<file path="src/rtl/booth_radix4_seq.sv">
// Sequential radix-4 Booth multiplier with a req/ack handshake on both sides.
// One Booth digit is retired per clock while in CALC; the product is held in SUM until the next completion.
module booth_radix4_seq #(
  parameter int WIDTH = 32
) (
  input  logic                 clk,
  input  logic                 reset,
  input  logic [WIDTH-1:0]     data_inX,
  input  logic [WIDTH-1:0]     data_inY,
  input  logic                 sign_mode,
  input  logic                 Rin,
  output logic                 Ain,
  output logic                 Rout,
  input  logic                 Aout,
  output logic [2*WIDTH-1:0]   SUM
);

  localparam int ITER = (WIDTH + 2) / 2;
  localparam int EW   = WIDTH + 2;
  localparam int AW   = 2 * EW;
  localparam int CW   = $clog2(ITER + 1);

  localparam logic [1:0] IDLE = 2'd0;
  localparam logic [1:0] CALC = 2'd1;
  localparam logic [1:0] DONE = 2'd2;

  logic [1:0]    state;
  logic [AW-1:0] xs;
  logic [AW-1:0] acc;
  logic [AW-1:0] pp;
  logic [AW-1:0] acc_nxt;
  logic [EW-1:0] yr;
  logic          yprev;
  logic [CW-1:0] cnt;
  logic [2:0]    trip;
  logic [EW-1:0] xext;
  logic [EW-1:0] yext;

  assign xext = {{2{sign_mode & data_inX[WIDTH-1]}}, data_inX};
  assign yext = {{2{sign_mode & data_inY[WIDTH-1]}}, data_inY};

  assign Ain  = (state == IDLE);
  assign Rout = (state == DONE);

  // xs is pre-shifted each step, so the digit weight 4^i is applied by shifting rather than by indexing.
  assign trip = {yr[1:0], yprev};

  always_comb begin
    pp = '0;
    case (trip)
      3'b001, 3'b010: pp = xs;
      3'b011:         pp = xs << 1;
      3'b100:         pp = -(xs << 1);
      3'b101, 3'b110: pp = -xs;
      default:        pp = '0;
    endcase
    acc_nxt = acc + pp;
  end

  always_ff @(posedge clk or negedge reset) begin
    if (!reset) begin
      state <= IDLE;
      xs    <= '0;
      acc   <= '0;
      yr    <= '0;
      yprev <= 1'b0;
      cnt   <= '0;
      SUM   <= '0;
    end else begin
      case (state)
        IDLE: begin
          if (Rin) begin
            xs    <= {{EW{xext[EW-1]}}, xext};
            yr    <= yext;
            yprev <= 1'b0;
            acc   <= '0;
            cnt   <= '0;
            state <= CALC;
          end
        end
        CALC: begin
          acc   <= acc_nxt;
          xs    <= xs << 2;
          yr    <= yr >> 2;
          yprev <= yr[1];
          cnt   <= cnt + 1'b1;
          if (cnt == CW'(ITER - 1)) begin
            SUM   <= acc_nxt[2*WIDTH-1:0];
            state <= DONE;
          end
        end
        DONE: begin
          if (Aout) state <= IDLE;
        end
        default: state <= IDLE;
      endcase
    end
  end

endmodule

</file>
<file path="config.mk">
export PLATFORM = sky130hd
export DESIGN_NAME = booth_radix4_seq
export DESIGN_NICKNAME = d
export VERILOG_FILES = /design/src/rtl/booth_radix4_seq.sv
export SDC_FILE = /design/constraint.sdc
export NUM_CORES = 1
export LEC_CHECK = 0
export CORE_MARGIN = 2
export CORE_UTILIZATION = 54
export CTS_CLUSTER_SIZE = 10
export DETAILED_ROUTE_END_ITERATION = 10
export HOLD_SLACK_MARGIN = 0.15
export PLACE_DENSITY = 0.78
export SETUP_SLACK_MARGIN = 0.2
export SLEW_MARGIN = 20
export SYNTH_ARGS = -nofsm -noshare
export SYNTH_HDL_FRONTEND = slang
export SYNTH_SLANG_ARGS = --single-unit
</file>
<file path="constraint.sdc">
create_clock -name clk -period 6.2 [get_ports clk]
set_input_delay 1.24 -clock clk [delete_from_list [all_inputs] [get_ports clk]]
set_output_delay 1.24 -clock clk [all_outputs]
set_load 0.03 [all_outputs]
</file>
Word level (Yosys, flattened, before mapping)
Cells that the tools add are included.
Storage, ports and cells
  input port bits: 69
  register bits: 242
  output and inout bits: 66
  logic and storage cells: 47
Cells by class
  reduce and logical (&&, ||, !) cells: 7
  add/sub/neg operators: 4
  bitwise gates (word level): 2
  eq/ne operators: 12
  muxes and demuxes: 15
Operators with widths (count)
  case mux 68 bit (2 select lines): 2
  case mux 68 bit (4 select lines): 1
  2-to-1 mux 68 bit: 2
  negator 68 bit: 2
  adder 68 bit: 1
  case mux 34 bit (2 select lines): 1
  2-to-1 mux 34 bit: 1
  case mux 5 bit (2 select lines): 1
  equality test 3 bit, second input constant: 3
  equality test 3 x 2 -> 1 bit, second input constant: 2
  2-to-1 mux 2 bit: 3
  case mux 2 bit (3 select lines): 1
  adder 5 x 1 -> 5 bit, second input constant: 1
  equality test 5 bit, second input constant: 1
  2-to-1 mux 5 bit: 1
  inequality test 2 bit, second input constant: 2
  AND reduction 2 bit: 2
  OR reduction 2 bit: 2
  equality test 3 x 1 -> 1 bit, second input constant: 1
  AND reduction 3 bit: 1
  bitwise AND 1 bit: 2
  equality test 2 x 1 -> 1 bit, second input constant: 1
  equality test 2 bit, second input constant: 1
  zero test 2 bit: 1
  4 further kinds: 4

Depth between registers and ports, before layout
  word-level depth: 5
  mapped depth: 24
  gate-level depth less buffers: 21

Least setup slack after synthesis
OpenSTA, ideal clock, no wires.
  kind: register to register
  from: reg xs[0]
  to: reg acc[58]
  setup time: 69 ps
  arrival time: 5795 ps
  buffers on the path: 2
  stages on the path, launching flop included: 24
  data required time: 6131 ps
  path slack: 336 ps
  cell sequence: dfrtp_1 -> inv_1 -> ha_1 -> or3b_2 -> nor4_2 -> nand4_2 -> or2_1 -> buf_6 -> or4b_4 -> or3_4 -> or3_4 -> xnor2_2 -> o221ai_1 -> ha_1 -> buf_1 -> nand2_1 -> nor2_1 -> nand3_1 -> a21oi_1 -> nor2_1 -> a2111oi_0 -> nor2_1 -> or4_1 -> nand3_1
On the way
  cells in the longest elaborated chain, start to end: 4
Ends and longest elaborated chain
  start, declared: RTL line 28  | logic [AW-1:0] xs;
  start signal, assigned: RTL line 73  | xs <= {{EW{xext[EW-1]}}, xext};
  start signal, assigned: RTL line 83  | xs <= xs << 2;
  negator 68 bit (on tied branches): RTL line 54, 53
  case mux 68 bit (4 select lines) (*): RTL line 50  | case (trip)
  adder 68 bit (*): RTL line 57  | acc_nxt = acc + pp;
  case mux 68 bit (2 select lines) (*): RTL line 70  | case (state)
  end signal, assigned: RTL line 82  | acc <= acc_nxt;
  end, declared: RTL line 29  | logic [AW-1:0] acc;
Every way passes the cells marked *; elsewhere a longest branch is shown, timed or not.
A chain may end at the register's enable or synchronous reset.

Final worst setup path
  from: reg xs[0]
  to: reg SUM[50]
On the way
  cells in the longest elaborated chain, start to end: 3
Ends and longest elaborated chain
  negator 68 bit (on tied branches): RTL line 54, 53
  case mux 68 bit (4 select lines) (*): RTL line 50
  adder 68 bit (*): RTL line 57
  end signal, assigned: RTL line 88  | SUM <= acc_nxt[2*WIDTH-1:0];
  end, declared: RTL line 15  | output logic [2*WIDTH-1:0] SUM
Marks and branches as above.

==> summary.txt <==
Crit-path cells: inv_1, ha_1, or3b_4, nor4_4, nand2_1, or4_1, or3_1, nor3_2, buf_4, o32a_1, o21ai_0, ha_1, buf_4, a21oi_1, o21ai_0, a221oi_1, o21a_1, o21a_1, o211ai_1, o21ai_0, xnor2_1, mux2_2
CTS clk-pin slew, worst paths: 0.06 ns
Drc violations: 0
DRT iter0 DRCs: 1,763
Post-synth top cells: nand2_1, dfrtp_1, o21ai_0, a21oi_1, clkbuf_1
Most repeated library cell on the critical path: o21ai_0
FF-to-FF Start: xs[0]$_DFFE_PN0P_
CP Launch Type: flop
Largest area contributor in the netlist: dfrtp_1
Unrepaired setup endpoints after global routing: false
Die Ht: 181 um
Die span in x: 181 um
Share of flip-flops with an asynchronous set or reset: 100%
Clock buffer count from CTS: 29
CP top delay family: compound AO/OA/AOI/OAI gates
Clock skew after layout: 0.0240 ns
CP required: 6.66 ns
Largest net degree at the start of global routing: 95
CTS tree: yes
Post-Route WL: 51,500 um
Core region area: 0.0307 sq mm
Crit path kind: flop to flop
Rows: 64
Synth area leaders: dfrtp_1, o21ai_0, nand2_1
Full die area: 0.0328 sq mm
ANT cells: 0
Worst Path Buf+Inv: 3
CTS sink cnt: 233
WL/cell: 20.2 um
Hold Crit Class: flop to flop
Nets: 2,271
DR vias/cell: 6.44
Synthesized area per cell: 8.26 sq um
Worst Hold Depth: 2
Area Overhead vs Synth: 17.7%
Via count: 16.4k
FF-to-FF setup slack: 0.45 ns
WP data arrival: 6.21 ns
Register area share after synthesis: 34.4%
Crit share post-route: 92.7%
R2R depth: 22
Worst-margin pin slew: 0.970 ns
Port bufs: 134
Fmax: 174 MHz
Layout cell share with drive strength beyond 1: 10.2%
Worst R2R End: SUM[50]$_DFFE_PN0P_
Global-route wire length before repair: 82,800 um
Vias in the first global route: 15.7k
Antenna violations before repair: 0
Routability cong.: 0.970
Maximum clock path buffer count: 3
Starting Density: 55.1%
CTS root buf: clkbuf_16
CP endpoint kind: flop
Cells after Synth: 2,050
Drt pass-1 iters: 5
Max-slew headroom: 35.3%
Grt ovf: 0
Final min period: 5.75 ns
Synth top area share: 34.4%
I/O pins: 135
Hold EP: SUM[0]$_DFFE_PN0P_
Fill count: 2,546
CTS Hold Buffers Added: 0
Max Slew Vio Count: 0
Max cap viols: 0
Most frequent cell after synthesis: nand2_1
Slowest stage delay, CP: 0.68 ns
Syn. warnings: 0
Post-route setup TNS: 0 ns
Placed wire-length estimate: 35,800 um
Clock Latency Late Sink: 0.58 ns
Post-Syn Area: 0.0169 sq mm
Total Routing Usage GR: 30.7%
Endpoints failing setup: 0
Synthesized flop and latch total: 233
Htree depth: 1
Critical path's slowest cell: o211ai_1
Synthesized Nets: 2,186
Status: completed
Final Hold Fails: 0
Final ANT Viol Nets: 0
Distinct cells, synth: 80
Hold path start: SUM[0]$_DFFE_PN0P_
Ys flop type: dfrtp_1
Number of synthesized flops with an enable pin: 0
Worst Path Max Fanout: 6
## cell usage in the layout, fill, tap and decap left out, drive strengths merged, types with 31 or more instances in the layout
cell type      netlist  final
nor2               118    118
and3b               32     32
nand2              263    263
a22oi               60     60
nor2b               38     38
a22o                58     58
ha                  66     66
a21o                33     33
inv                 38     39
clkdlybuf4s50        0    132
clkbuf             162     38
dfrtp              233    233
a21oi              169    169
nand4               31     31
o21ai              203    203
a221o               41     41
buf                 19    103
xnor2               65     65
nor3                34     34
xor2                53     53
## area by class of cell
cell class	count	area [sq um]	share of cell area [%]
clock buffers	38	790	3.96
repair buffers	235	2120	10.7
flip-flops and latches	233	5830	29.3
inverters	39	146	0.734
clock inverters	6	95.1	0.477
well taps	396	495	2.49
multi-input cells	1597	10400	52.4
## worst register-to-register path: stages (launching register included)
cell      delay [ns]
dfrtp_1         0.41
inv_1           0.09
ha_1            0.20
or3b_4          0.43
nor4_4          0.18
nand2_1         0.10
or4_1           0.48
or3_1           0.41
nor3_2          0.20
buf_4           0.16
o32a_1          0.12
o21ai_0         0.09
ha_1            0.36
buf_4           0.16
a21oi_1         0.07
o21ai_0         0.12
a221oi_1        0.14
o21a_1          0.21
o21a_1          0.19
o211ai_1        0.68
o21ai_0         0.34
xnor2_1         0.22
mux2_2          0.27
## cell families after synthesis
kind of cell | synth area share (%)
AOI/OAI and AO/OA | 27.5
muxes | 2.56
xor gates and xnor gates | 6.15
and+or+nand+nor | 19.3
DFF | 34.4
adders and majority gates | 5.00
buffers and inverters | 5.03
## state kept, by name (all words and copies together) (netlist names)
| name | count |
|---|---|
| SUM | 64 |
| acc | 64 |
| yr | 33 |
| state | 2 |
| cnt | 5 |
| xs | 64 |
| yprev | 1 |
## metrics by stage
| stage | util, % | hold WS [ns] | cells | area [sq um] | setup WS, ns |
|---|---|---|---|---|---|
| after global placement | 61.2 | 0.452 | 2493 | 18800 | 0.279 |
| after detailed placement | 61.3 | 0.461 | 2493 | 18800 | 0.172 |
| after CTS | 64.2 | 0.475 | 2537 | 19700 | 0.222 |
| final | 64.8 | 0.469 | 2544 | 19900 | 0.450 |
| after global routing | 64.8 | 0.499 | 2544 | 19900 | 0.215 |
| after floorplan | - | 0.450 | 2050 | 16900 | 0.336 |
## metal layers
| layer | track usage (%) | up-vias | share of wire [%] |
|---|---|---|---|
| met5 | 0 | - | 0 |
| li1 | - | 7658 | - |
| met3 | 5.97 | 119 | 8.1 |
| met1 | 41.5 | 7890 | 43 |
| met4 | 10.1 | 0 | 3.3 |
| met2 | 49.6 | 726 | 46 |
## worst max-delay path by stage
| stage | from | endpoint | slack, ns | cells after the start |
|---|---|---|---|---|
| final | xs[0]$_DFFE_PN0P_ | SUM[50]$_DFFE_PN0P_ | 0.45 | 22 |
| after global placement | xs[0]$_DFFE_PN0P_ | acc[59]$_DFFE_PN0P_ | 0.28 | 22 |
| after CTS | xs[0]$_DFFE_PN0P_ | acc[57]$_DFFE_PN0P_ | 0.22 | 22 |
| after global routing | xs[2]$_DFFE_PN0P_ | acc[58]$_DFFE_PN0P_ | 0.21 | 22 |
| after detailed placement | xs[0]$_DFFE_PN0P_ | SUM[55]$_DFFE_PN0P_ | 0.17 | 22 |
| after floorplan | xs[0]$_DFFE_PN0P_ | acc[58]$_DFFE_PN0P_ | 0.34 | 23 |
## timing repair
action                                  4_1_cts  5_1_grt
endpoints found under the setup margin        7       40
endpoints found under the hold margin         0        0
setup buffers                                 0        7
gates resized for setup                       3       26
pin swaps                                     0        6
Power is left out: the tool's default activity adds up to more than one toggle a clock period on the data nets, which glitch-free logic cannot reach.
